<file path="src/rtl/coeff_loader.sv">
// rtl/coeff_loader.sv - byte-serial coefficient frame parser driving the band FIR coefficient write port
// Optional trailing XOR checksum check enabled by defining COEFF_CHECKSUM_EN.
module coeff_loader #(
  parameter logic [7:0] SYNC_BYTE  = 8'hA5,
  parameter int         NUM_COEFFS = 64
) (
  input  logic        clk,
  input  logic        rst,
  input  logic        clk_enable,
  input  logic [7:0]  s_data,
  input  logic        s_valid,
  output logic        s_ready,
  output logic        write_enable,
  output logic [5:0]  write_address,
  output logic [15:0] coeffs_in,
  output logic        write_done,
  output logic        busy,
  output logic        error
);

  localparam logic [5:0] LAST_ADDR = 6'(NUM_COEFFS - 1);

`ifdef COEFF_CHECKSUM_EN
  typedef enum logic [2:0] {IDLE, MSB, LSB, WRITE, CHECK, DONE} state_t;
`else
  typedef enum logic [2:0] {IDLE, MSB, LSB, WRITE, DONE} state_t;
`endif

  state_t     state;
  state_t     next_state;
  logic [7:0] msb_q;
  logic       accept;

  assign accept = s_valid & s_ready & clk_enable;

`ifdef COEFF_CHECKSUM_EN
  logic [7:0] csum;
`endif

  always_comb begin
    next_state   = state;
    s_ready      = 1'b0;
    write_enable = 1'b0;
    write_done   = 1'b0;
    busy         = (state != IDLE);
    case (state)
      IDLE: begin
        s_ready = 1'b1;
        if (accept && s_data == SYNC_BYTE) next_state = MSB;
      end
      MSB: begin
        s_ready = 1'b1;
        if (accept) next_state = LSB;
      end
      LSB: begin
        s_ready = 1'b1;
        if (accept) next_state = WRITE;
      end
      WRITE: begin
        write_enable = 1'b1;
        if (clk_enable) begin
          if (write_address == LAST_ADDR) begin
`ifdef COEFF_CHECKSUM_EN
            next_state = CHECK;
`else
            next_state = DONE;
`endif
          end else begin
            next_state = MSB;
          end
        end
      end
`ifdef COEFF_CHECKSUM_EN
      CHECK: begin
        s_ready = 1'b1;
        if (accept) next_state = (s_data == csum) ? DONE : IDLE;
      end
`endif
      DONE: begin
        write_done = 1'b1;
        if (clk_enable) next_state = IDLE;
      end
      default: next_state = IDLE;
    endcase
  end

  // The whole coefficient is loaded at once so coeffs_in is stable for the entire WRITE strobe.
  always_ff @(posedge clk) begin
    if (!rst) begin
      state         <= IDLE;
      msb_q         <= 8'h00;
      coeffs_in     <= 16'h0000;
      write_address <= 6'd0;
    end else begin
      state <= next_state;
      if (accept) begin
        case (state)
          IDLE:    if (s_data == SYNC_BYTE) write_address <= 6'd0;
          MSB:     msb_q <= s_data;
          LSB:     coeffs_in <= {msb_q, s_data};
          default: ;
        endcase
      end
      if (clk_enable && state == WRITE) write_address <= write_address + 6'd1;
    end
  end

`ifdef COEFF_CHECKSUM_EN
  always_ff @(posedge clk) begin
    if (!rst) begin
      csum  <= 8'h00;
      error <= 1'b0;
    end else if (accept) begin
      case (state)
        IDLE: begin
          if (s_data == SYNC_BYTE) begin
            csum  <= 8'h00;
            error <= 1'b0;
          end
        end
        MSB, LSB: csum <= csum ^ s_data;
        CHECK:    if (s_data != csum) error <= 1'b1;
        default:  ;
      endcase
    end
  end
`else
  assign error = 1'b0;
`endif

endmodule
</file>
<file path="config.mk">
export PLATFORM = sky130hd
export DESIGN_NAME = coeff_loader
export DESIGN_NICKNAME = d
export VERILOG_FILES = /design/src/rtl/coeff_loader.sv
export SDC_FILE = /design/constraint.sdc
export NUM_CORES = 1
export LEC_CHECK = 0
export BUFFER_PORTS_ARGS = -buffer_cell sky130_fd_sc_hd__clkbuf_2
export CORE_MARGIN = 3
export CORE_UTILIZATION = 25
export DETAILED_ROUTE_END_ITERATION = 8
export PLACE_DENSITY_LB_ADDON = 0.3
export SYNTH_ARGS = -nofsm -noshare
export SYNTH_HDL_FRONTEND = slang
export SYNTH_SLANG_ARGS = --single-unit
</file>
<file path="constraint.sdc">
create_clock -name clk -period 1.4 [get_ports clk]
set_input_delay 0.14 -clock clk [delete_from_list [all_inputs] [get_ports clk]]
set_output_delay 0.14 -clock clk [all_outputs]
set_load 0.005 [all_outputs]
</file>
# [Word-level counts from Yosys, hierarchy flattened]
# Cells that the tools add are included.
[totals] reg_bits=33
[classes] add_sub_neg=1 n_eq_ne=11 n_mux=14 n_bitwise=2 reduce_logical=12
[ops] op="6-bit two-way mux" n=4
[ops] op="3-bit two-way mux" n=6
[ops] op="3-bit one-hot mux with 5 select lines" n=1
[ops] op="2-bit inequality test (second input constant)" n=5
[ops] op="8-bit equality test (second input constant)" n=1
[ops] op="6-bit by 1-bit adder with 6-bit output (second input constant)" n=1
[ops] op="3-bit by 2-bit equality test with 1-bit output (second input constant)" n=2
[ops] op="6-bit equality test (second input constant)" n=1
[ops] op="2-bit nonzero test" n=3
[ops] op="5-bit AND reduction" n=1
[ops] op="2-bit AND reduction" n=2
[ops] op="3-bit by 1-bit equality test with 1-bit output (second input constant)" n=1
[ops] op="3-bit equality test (second input constant)" n=1
[ops] op="3-bit logical NOT" n=1
[ops] op="1-bit two-way mux" n=3
[ops] op="3-bit AND reduction" n=1
[ops] op="3-bit nonzero test" n=1
[ops] op="3-bit OR reduction" n=1
[ops] op="1-bit AND" n=2
[ops] op="1-bit logical AND" n=2

# [Longest topological paths before layout]
# Gate-level depths: netlist of the first run.
[depth] ltp_word=8 ltp_mapped=6 depth_no_buf=5

# [Least setup slack after synthesis of the first run]
# No wires, ideal clock.
[synth_path] path_type="register to register" startpoint="reg state[0]" endpoint="reg write_address[5]" arrival_time_ps=1394 required_ps=1278 path_slack_ps=-117 stages_incl_launch_ff=5 n_path_buf=0 synth_period_minus_slack_ps=1517 path_cell_list="dfxtp_1 > or2_2 > or4_4 > a31oi_1 > mux2i_1"
[synth_via] elab_chain_cells=7 word_cells_on_any_way=14 cone_classes="eq/ne: 3; mux: 2; bitwise: 2; reduce/logical: 7"
[synth_lines] element="start, declared" line="29" rtl="state_t state;"
[synth_lines] element="start signal, assigned" line="95" rtl="state <= next_state;"
[synth_lines] element="3-bit by 1-bit equality test with 1-bit output (tied with other cells)" line="46" rtl="case (state)"
[synth_lines] element="3-bit OR reduction (no line)"
[synth_lines] element="1-bit two-way mux" line="46"
[synth_lines] element="1-bit AND (2 in a row)" line="34" rtl="assign accept = s_valid & s_ready & clk_enable;"
[synth_lines] element="2-bit nonzero test (no line)"
[synth_lines] element="3-bit AND reduction (no line)"
[synth_lines] element="end signal, assigned" line="104" rtl="if (clk_enable && state == WRITE) write_address <= write_address + 6'd1;"
[synth_lines] element="end, declared" line="14" rtl="output logic [5:0] write_address,"
# Parallel ways exist; a longest one is shown, timed or not.
# A chain may end at the register's enable or synchronous reset.

# [Worst setup path after layout of the first run]
[layout_path] startpoint="reg state[2]" endpoint="reg write_address[5]"
# The elaborated chain is that of the path after synthesis.

==> results of run 1 <==
[flip-flops by register name, summed over array words and instances (netlist names)]
| signal | flops |
|---|---|
| state | 3 |
| msb_q | 8 |
| write_address | 6 |
| coeffs_in | 16 |
[where the power goes]
group	internal [mW]	total, mW	switching, mW
Clock	0.707	1.06	0.356
Combinational	0.0451	0.0842	0.0391
Sequential	0.938	0.938	0.000101
[cells in the mapped netlist, types with 3 or more instances]
cell / n / area share
a31oi_1: 5 / 0.021
nor2b_1: 24 / 0.10
mux2i_1: 25 / 0.17
o21ai_0: 5 / 0.017
clkbuf_1: 6 / 0.015
nand4_1: 3 / 0.013
dfxtp_1: 33 / 0.44
nand2_1: 10 / 0.025
inv_1: 5 / 0.013
a21oi_1: 4 / 0.013
nor3_1: 3 / 0.010
nor2_1: 3 / 0.0076
[layout by cell type (no fill, tap or decap), types with 2 or more instances in the layout]
master / Yosys / layout
a21oi_1: 4 / 4
a31oi_1: 5 / 3
a31oi_2: 0 / 2
and3_1: 2 / 2
buf_4: 2 / 18
buf_6: 0 / 7
bufinv_16: 0 / 2
clkbuf_2: 0 / 37
clkbuf_8: 0 / 5
dfxtp_1: 33 / 31
dfxtp_2: 0 / 2
inv_1: 5 / 5
mux2i_1: 25 / 25
nand2_1: 10 / 8
nand3b_1: 2 / 2
nand4_1: 3 / 3
nor2b_1: 24 / 24
nor3_1: 3 / 3
nor3b_1: 2 / 2
o21ai_0: 5 / 4
o21ai_1: 2 / 3
o31ai_1: 2 / 2
[per-layer routing]
metal  wire [µm]  vias up
met2        1652       24
met1        1697      596
met4          48        0
met5           0        -
met3         109        4
li1            -      661
[critical path, delay by kind of cell, from the launching register on]
| kind | cells | cell delay, ns |
|---|---|---|
| and+or+nand+nor | 2 | 0.78 |
| DFF | 1 | 0.31 |
| AOI/OAI and AO/OA | 1 | 0.17 |
| muxes | 1 | 0.08 |
[worst paths after layout]
kind              depth (start not counted)  slack, ns                       endpoint
setup / recovery                          4      -0.06  write_address[5]$_SDFFE_PN0P_
hold / removal                            3       0.16      coeffs_in[1]$_SDFFE_PN0P_
setup reg to reg                          4      -0.06  write_address[5]$_SDFFE_PN0P_
hold reg to reg                           2       0.49  write_address[1]$_SDFFE_PN0P_
[layout make-up]
cell class / count / area share
Clock buffer: 5 / 0.03247
Tap cell: 72 / 0.04250
Inverter: 5 / 0.008855
Clock inverter: 3 / 0.03070
Sequential cell: 33 / 0.3129
Timing Repair Buffer: 62 / 0.1883
Multi-Input combinational cell: 107 / 0.3843
[cell families after synthesis]
| kind of cell | count (synthesis) | synth area share |
|---|---|---|
| muxes | 25 | 0.1685 |
| DFF | 33 | 0.4448 |
| AOI/OAI and AO/OA | 20 | 0.08003 |
| adders and majority gates | 1 | 0.008423 |
| and+or+nand+nor | 60 | 0.2511 |
| buffers and inverters | 15 | 0.04465 |
| other | 1 | 0.002525 |
[timing repair]
| action | in CTS | in global routing |
|---|---|---|
| setup endpoints to repair | 21 | 34 |
| endpoints found under the hold margin | 0 | 0 |
| pin swaps | 6 | 3 |
| resized for setup | 7 | 12 |
| setup buffers | 3 | 2 |
==> results.toml, run 1 <==
[outcome]
outcome = "complete, but fails checks"
failing_checks = "negative setup slack"

[worst_hold_path]
holdCritPathClass = "primary input to flop"
launch_instance_of_the_worst_min_delay_path = "s_data[1]"

[floorplanning]
design.portCount = 39
fp.dieH_um = 83.08
core_area_mm2 = 0.005642
die-width_um = 83.08
initial_util = 0.2633
fp.dieArea_mm2 = 0.006901
rows = 27

[sta]
final.setup_skew_ns = 0.004473
max_freq_mhz = 684.8
max_transition_viols_final = 0
final.hold.worst_slack_ns = 0.1559
final.setup.tns_ns = -0.2753
rsz0062_at_grt = "true"
fin_crit_sh = 1.043
finalSetupViolations = 17
timing.final.ws_setup_ns = -0.06031
timing.final.crit_period_ns = 1.460
finalHoldViolations = 0

[drt]
drt.antenna.violating_nets = 0
wl_per_cell_um = 12.22
drtPass1Iterations = 4
routed_vias = 1285
initialDrtViolationCount = 57
vias_per_cell = 4.477
drc = 0
drt_wl_total_um = 3507

[synthesis]
proportion_of_synthesized_flip_flops_having_asynchronous_set_or_reset = 0
seq_area_frac_synth = 0.4448
number_of_instances_in_the_synthesized_netlist = 155
syn-num-nets = 168
syn_area_per_cell_um2 = 9.582
synth_enable_flop_cells = 0
yosysWarningCount = 0
synth_cell_type_count = 34
synth_seq_cells = 33
syn_area_mm2 = 0.001485
synth-main-ff-cell = "dfxtp_1"

[global_routing]
gr_util_met3 = 0.02579
grt_most_used_layer = "met2"
grt_antenna_before_repair = 0
globalRoute.totalOverflow = 0
global_route.usage.total = 0.1062
groute.layer.met2.usage = 0.1640
met1_track_utilization_from_global_routing = 0.1391
first_global_vias = 1248
first_pass_grt_wire_length_um = 6044
grt_start_max_net_pins = 36

[clock_tree]
clockRootBuffer = "clkbuf_8"
tritoncts.num_buffers = 5
clkSlewWorstSetupHoldPaths_ns = 0.07
cts_tree = "done"
clk_latency_ns = 0.28
clock_tree.htree_level_count = 2
clockBufferDepth = 2
postCtsHoldBufs = 0
numClockSinks = 33

[worst_setup_path]
cp.arrival_ns = 1.63
worstPathRequired_ns = 1.57
timing.setup.critical_path_class = "flop to flop"
reg2reg_from = "state[2]$_SDFFE_PN0P_"
path_cells = "nand3b_1 -> or4_4 -> a31oi_2 -> mux2i_1"
crit_path_top_delay_cell = "or4_4"
setup.worst_path.start = "state[2]$_SDFFE_PN0P_"
timing.critical_path.fanout_max = 2
critPathCaptureType = "flop"
crit_path_start_kind = "flop"
cpPeakStageDelay_ns = 0.56

[power]
irDropWorstVdd_mv = 0.5585
power.density_cell_area_mw_per_mm2 = 984.2
total_power_mw = 2.086
total_leakage_power_nw = 0.8133

[final_layout]
post-route-util = 0.3757
ff_latch_area_um2 = 663.1
finish.net_count = 227
multi_input_comb_area_um2 = 814.5
antennaDiodeCount = 0
fillers = 563
final_area_mm2 = 0.002120
area_growth_syn_to_layout_pct = 42.71
instances_no_fill = 287
drive_gt1_frac = 0.3907

[placement]
place_area_mm2 = 0.001873
dp_cells = 274
place_hpwl_um = 2465
port_buffers = 37
pre_cts_slack_ns = -0.3169
routabilityCongestion = 0.7487

[run]
timing.max_cap.violations = 0
Power figures use the tool's default switching activity.
==> inputs of run 2 (changes only) <==
--- a/config.mk
+++ b/config.mk
@@ -5,11 +5,14 @@
 export SDC_FILE = /design/constraint.sdc
 export NUM_CORES = 1
 export LEC_CHECK = 0
+export ABC_CLOCK_PERIOD_IN_PS = 1400
 export BUFFER_PORTS_ARGS = -buffer_cell sky130_fd_sc_hd__clkbuf_2
 export CORE_MARGIN = 3
 export CORE_UTILIZATION = 25
+export CTS_BUF_LIST = sky130_fd_sc_hd__clkbuf_16
 export DETAILED_ROUTE_END_ITERATION = 8
 export PLACE_DENSITY_LB_ADDON = 0.3
+export REMOVE_ABC_BUFFERS = 1
 export SYNTH_ARGS = -nofsm -noshare
 export SYNTH_HDL_FRONTEND = slang
 export SYNTH_SLANG_ARGS = --single-unit
==> results.toml, run 2 (synthesized netlist as in run 1, its figures left out) <==
[floorplanning]
initial_util = 0.2633
design.portCount = 39
fp.dieArea_mm2 = 0.006901
rows = 27
die-width_um = 83.08
fp.dieH_um = 83.08
core_area_mm2 = 0.005642

[outcome]
failing_checks = "negative setup slack"
outcome = "complete, but fails checks"

[global_routing]
globalRoute.totalOverflow = 0
grt_antenna_before_repair = 0
first_global_vias = 1248
first_pass_grt_wire_length_um = 6265
global_route.usage.total = 0.1112
grt_start_max_net_pins = 36

[worst_setup_path]
timing.critical_path.fanout_max = 2
path_cells = "or2_4 -> or4_4 -> a31oi_1 -> mux2i_1"
timing.setup.critical_path_class = "flop to flop"
rrSetupSlack_ns = -0.09
critPathCaptureType = "flop"
reg2reg_depth = 4
crit_path_start_kind = "flop"
cp.arrival_ns = 1.64
crit_path_top_delay_cell = "or4_4"
cpPeakStageDelay_ns = 0.54
r2r-end = "write_address[5]$_SDFFE_PN0P_"
reg2reg_from = "state[1]$_SDFFE_PN0P_"
worstPathRequired_ns = 1.56

[placement]
place_hpwl_um = 2478
pre_cts_slack_ns = -0.3092
routabilityCongestion = 0.7548
port_buffers = 37

[clock_tree]
clkSlewWorstSetupHoldPaths_ns = 0.05
clockRootBuffer = "clkbuf_16"
clk_latency_ns = 0.27
tritoncts.num_buffers = 5
numClockSinks = 33
cts_tree = "done"
clock_tree.htree_level_count = 2
clockBufferDepth = 2

[final_layout]
finish.net_count = 222
drive_gt1_frac = 0.3541
final_common_cell = "clkbuf_2"
top_library_cells_by_usage_in_the_layout_fill_and_taps_aside = "clkbuf_2 (37), dfxtp_1 (31), mux2i_1 (25)"
area_growth_syn_to_layout_pct = 39.43
reg.largest.list = "coeffs_in: 16 flops, msb_q: 8 flops, write_address: 6 flops"
antennaDiodeCount = 0
largest_reg_flops = 16
max_flop_register = "coeffs_in"

[sta]
max_transition_viols_final = 0
fin_crit_sh = 1.062
finalHoldViolations = 0
rsz0062_at_grt = "true"
final.setup_skew_ns = 0.003024
timing.final.crit_period_ns = 1.487
timing.final.ws_setup_ns = -0.08700
max_freq_mhz = 672.5
finalSetupViolations = 2

[worst_hold_path]
holdCritPathClass = "primary input to flop"
timing.hold.worst_endpoint = "msb_q[1]$_SDFFE_PN0P_"
hold_depth = 3
launch_instance_of_the_worst_min_delay_path = "s_data[1]"

[drt]
routed_vias = 1277
vias_per_cell = 4.544
drt.antenna.violating_nets = 0
drc = 0
drtPass1Iterations = 4
initialDrtViolationCount = 51
drt_wl_total_um = 3595
wl_per_cell_um = 12.79

[power]
total_leakage_power_nw = 0.7816
total_power_mw = 2.015
power.density_cell_area_mw_per_mm2 = 973.2
irDropWorstVdd_mv = 0.6103

[run]
timing.max_cap.violations = 0
## run 2: through the flow
| stage | hold slack [ns] | instance area [µm²] | std cells | TNS [ns] | utilization |
|---|---|---|---|---|---|
| 6_report | 0.1666 | 2071 | 281 | -0.09379 | 0.3670 |
| 5_1_grt | 0.1928 | 2071 | 281 | -1.798 | 0.3670 |
| 4_1_cts | 0.1691 | 2039 | 280 | -0.02955 | 0.3615 |
| 3_5_place_dp | 0.4485 | 1844 | 269 | -2.453 | 0.3269 |
| 3_3_place_gp | 0.4398 | 1844 | 269 | -2.366 | 0.3269 |
| 2_1_floorplan | 0.2682 | 1438 | 145 | -13.02 | - |
## run 2: critical path: cells and delay by family, from the launching register on
kind	cells	cell delay (ns)
AO/OA/AOI/OAI	1	0.19
flip-flops	1	0.31
multiplexers	1	0.09
AND/OR/NAND/NOR	2	0.79
## run 2: layout make-up
cell class / count / area (µm²)
clock buffers: 5 / 125.1
clock inverters: 2 / 7.507
fillers: 590 / 3571
inverters: 5 / 18.77
multi-input cells: 107 / 803.3
flip-flops and latches: 33 / 663.1
well taps: 72 / 90.09
repair buffers: 57 / 362.8
## run 2: layer usage
layer | track usage | vias to the layer above | routed length [µm]
met3 | 0.03175 | 4 | 135
li1 | - | 655 | -
met4 | 0.03566 | 0 | 29
met5 | 0 | - | 0
met2 | 0.1676 | 33 | 1609
met1 | 0.1525 | 585 | 1821
## run 2: worst max-delay path by stage
stage | from | endpoint | slack, ns | cells past startpoint
after detailed placement | s_data[3] | write_address[0]$_SDFFE_PN0P_ | -0.31 | 5
after CTS | s_data[3] | write_address[5]$_SDFFE_PN0P_ | -0.02 | 5
after floorplan | state[0]$_SDFFE_PN0P_ | msb_q[0]$_SDFFE_PN0P_ | -1.01 | 4
after global routing | state[1]$_SDFFE_PN0P_ | write_address[5]$_SDFFE_PN0P_ | -0.15 | 4
final | state[1]$_SDFFE_PN0P_ | write_address[5]$_SDFFE_PN0P_ | -0.09 | 4
after global placement | s_data[3] | write_address[0]$_SDFFE_PN0P_ | -0.29 | 5
## run 2: power by group
| group | switching, mW | total, mW | internal, mW |
|---|---|---|---|
| clock | 0.359 | 0.994 | 0.634 |
| combinational | 0.0395 | 0.0809 | 0.0415 |
| sequential | 0.000104 | 0.941 | 0.941 |
| total | 0.399 | 2.02 | 1.62 |
## run 2: what timing repair did
item                       4_1_cts  5_1_grt
pin swaps                        6       10
hold buffers                     0        0
hold endpoints to repair         0        0
resized for setup                8       10
setup buffers                    4        1
setup endpoints to repair       17       33
==> inputs of run 3 (changes only) <==
--- a/config.mk
+++ b/config.mk
@@ -5,7 +5,7 @@
 export SDC_FILE = /design/constraint.sdc
 export NUM_CORES = 1
 export LEC_CHECK = 0
-export ABC_CLOCK_PERIOD_IN_PS = 1400
+export ABC_CLOCK_PERIOD_IN_PS = 1600
 export BUFFER_PORTS_ARGS = -buffer_cell sky130_fd_sc_hd__clkbuf_2
 export CORE_MARGIN = 3
 export CORE_UTILIZATION = 25
@@ -13,6 +13,7 @@
 export DETAILED_ROUTE_END_ITERATION = 8
 export PLACE_DENSITY_LB_ADDON = 0.3
 export REMOVE_ABC_BUFFERS = 1
+export SLEW_MARGIN = 15
 export SYNTH_ARGS = -nofsm -noshare
 export SYNTH_HDL_FRONTEND = slang
 export SYNTH_SLANG_ARGS = --single-unit
==> constraint.sdc (replaced) <==
create_clock -name clk -period 1.6 [get_ports clk]
set_input_delay 0.16 -clock clk [delete_from_list [all_inputs] [get_ports clk]]
set_output_delay 0.16 -clock clk [all_outputs]
set_load 0.005 [all_outputs]
==> results.toml, run 3 (synthesized netlist as in run 1, its figures left out) <==
[global_routing]
grt_antenna_before_repair = 0
global_route.usage.total = 0.1045
first_global_vias = 1132
first_pass_grt_wire_length_um = 5906
grt_start_max_net_pins = 36
globalRoute.totalOverflow = 0

[floorplanning]
initial_util = 0.2633
die-width_um = 83.08
fp.dieH_um = 83.08
design.portCount = 39
rows = 27
fp.dieArea_mm2 = 0.006901
core_area_mm2 = 0.005642

[worst_setup_path]
timing.setup.critical_path_class = "flop to flop"
critPathCaptureType = "flop"
timing.critical_path.fanout_max = 5
crit_path_start_kind = "flop"
cp.arrival_ns = 1.70
worstPathRequired_ns = 1.75

[placement]
port_buffers = 37
dp_cells = 266
place_hpwl_um = 2448
routabilityCongestion = 0.7535
place_area_mm2 = 0.001822

[clock_tree]
cts_tree = "done"
clock_tree.htree_level_count = 2
clockRootBuffer = "clkbuf_16"
clk_latency_ns = 0.27
postCtsHoldBufs = 0
tritoncts.num_buffers = 5
clockBufferDepth = 2
clkSlewWorstSetupHoldPaths_ns = 0.05
post-cts-setup-buffer-count = 0
numClockSinks = 33

[drt]
wl_per_cell_um = 12.36
vias_per_cell = 4.478
drt_wl_total_um = 3388
drt.antenna.violating_nets = 0
drtPass1Iterations = 6
drc = 0
routed_vias = 1227
initialDrtViolationCount = 76

[final_layout]
final_common_cell = "clkbuf_2"
max_flop_register = "coeffs_in"
largest_reg_flops = 16
instances_no_fill = 274
top_library_cells_by_usage_in_the_layout_fill_and_taps_aside = "clkbuf_2 (37), dfxtp_1 (33), mux2i_1 (25)"
antennaDiodeCount = 0
area_growth_syn_to_layout_pct = 32.86
drive_gt1_frac = 0.3119
finish.net_count = 214
reg.largest.list = "coeffs_in: 16 flops, msb_q: 8 flops, write_address: 6 flops"
final_area_mm2 = 0.001973

[sta]
finalSetupViolations = 0
max_freq_mhz = 644.8
rsz0062_at_grt = "false"
max_transition_viols_final = 0
final.setup.tns_ns = 0
final.setup_skew_ns = 0.005439
timing.final.crit_period_ns = 1.551
final.hold.worst_slack_ns = 0.1881
fin_crit_sh = 0.9693
finalHoldViolations = 0

[run]
timing.max_cap.violations = 0

[power]
total_leakage_power_nw = 0.7390
irDropWorstVdd_mv = 0.4790
power.density_cell_area_mw_per_mm2 = 896.3
total_power_mw = 1.769

[outcome]
outcome = "complete, no violations"

[worst_hold_path]
holdCritPathClass = "primary input to flop"
-- run 3: power breakdown --
group | leakage [nW] | switching (mW) | internal [mW] | total, mW
clock network | 0.0748 | 0.321 | 0.563 | 0.884
registers | 0.266 | 0.0000782 | 0.823 | 0.823
logic | 0.399 | 0.0319 | 0.0298 | 0.0617
total | 0.739 | 0.353 | 1.42 | 1.77
-- run 3: worst max-delay path, cell delays in order (launching register included) --
cell and delay, ns:
dfxtp_1 0.31, or2_2 0.30, or4_4 0.54, nand2_1 0.17, o32ai_1 0.11
-- run 3: cell type report --
cell class / count / area (µm²)
inverter: 5 / 18.77
timing repair buffer: 49 / 291.5
clock inverter: 3 / 13.76
clock buffer: 5 / 125.1
tap: 72 / 90.09
sequential: 33 / 660.6
fill: 572 / 3669
multi-input combinational: 107 / 773.2
-- run 3: path summary, 6_finish.rpt --
| check | startpoint | depth (start not counted) | slack [ns] | end |
|---|---|---|---|---|
| setup reg to reg | state[0]$_SDFFE_PN0P_ | 4 | 0.05 | write_address[0]$_SDFFE_PN0P_ |
| hold reg to reg | write_address[5]$_SDFFE_PN0P_ | 1 | 0.49 | write_address[5]$_SDFFE_PN0P_ |
| setup / recovery | state[0]$_SDFFE_PN0P_ | 4 | 0.05 | write_address[0]$_SDFFE_PN0P_ |
| hold / removal | s_data[3] | 3 | 0.19 | coeffs_in[3]$_SDFFE_PN0P_ |
-- run 3: repair_timing --
item,in CTS,in global routing
resized for setup,0,3
setup endpoints to repair,0,8
endpoints found under the hold margin,0,0
-- run 3: layer usage --
| layer | up-vias | global-route usage | share of wire |
|---|---|---|---|
| li1 | 629 | - | - |
| met1 | 559 | 0.1501 | 0.51 |
| met2 | 34 | 0.1472 | 0.43 |
| met3 | 5 | 0.03472 | 0.050 |
| met4 | 0 | 0.03120 | 0.0077 |
| met5 | - | 0 | 0 |
-- run 3: per-stage QoR --
stage	util	setup slack, ns
after floorplan	-	-0.8088
after global placement	0.3229	-0.1062
after detailed placement	0.3229	-0.1096
after CTS	0.3475	0.06006
after global routing	0.3497	0.006967
final	0.3497	0.04914
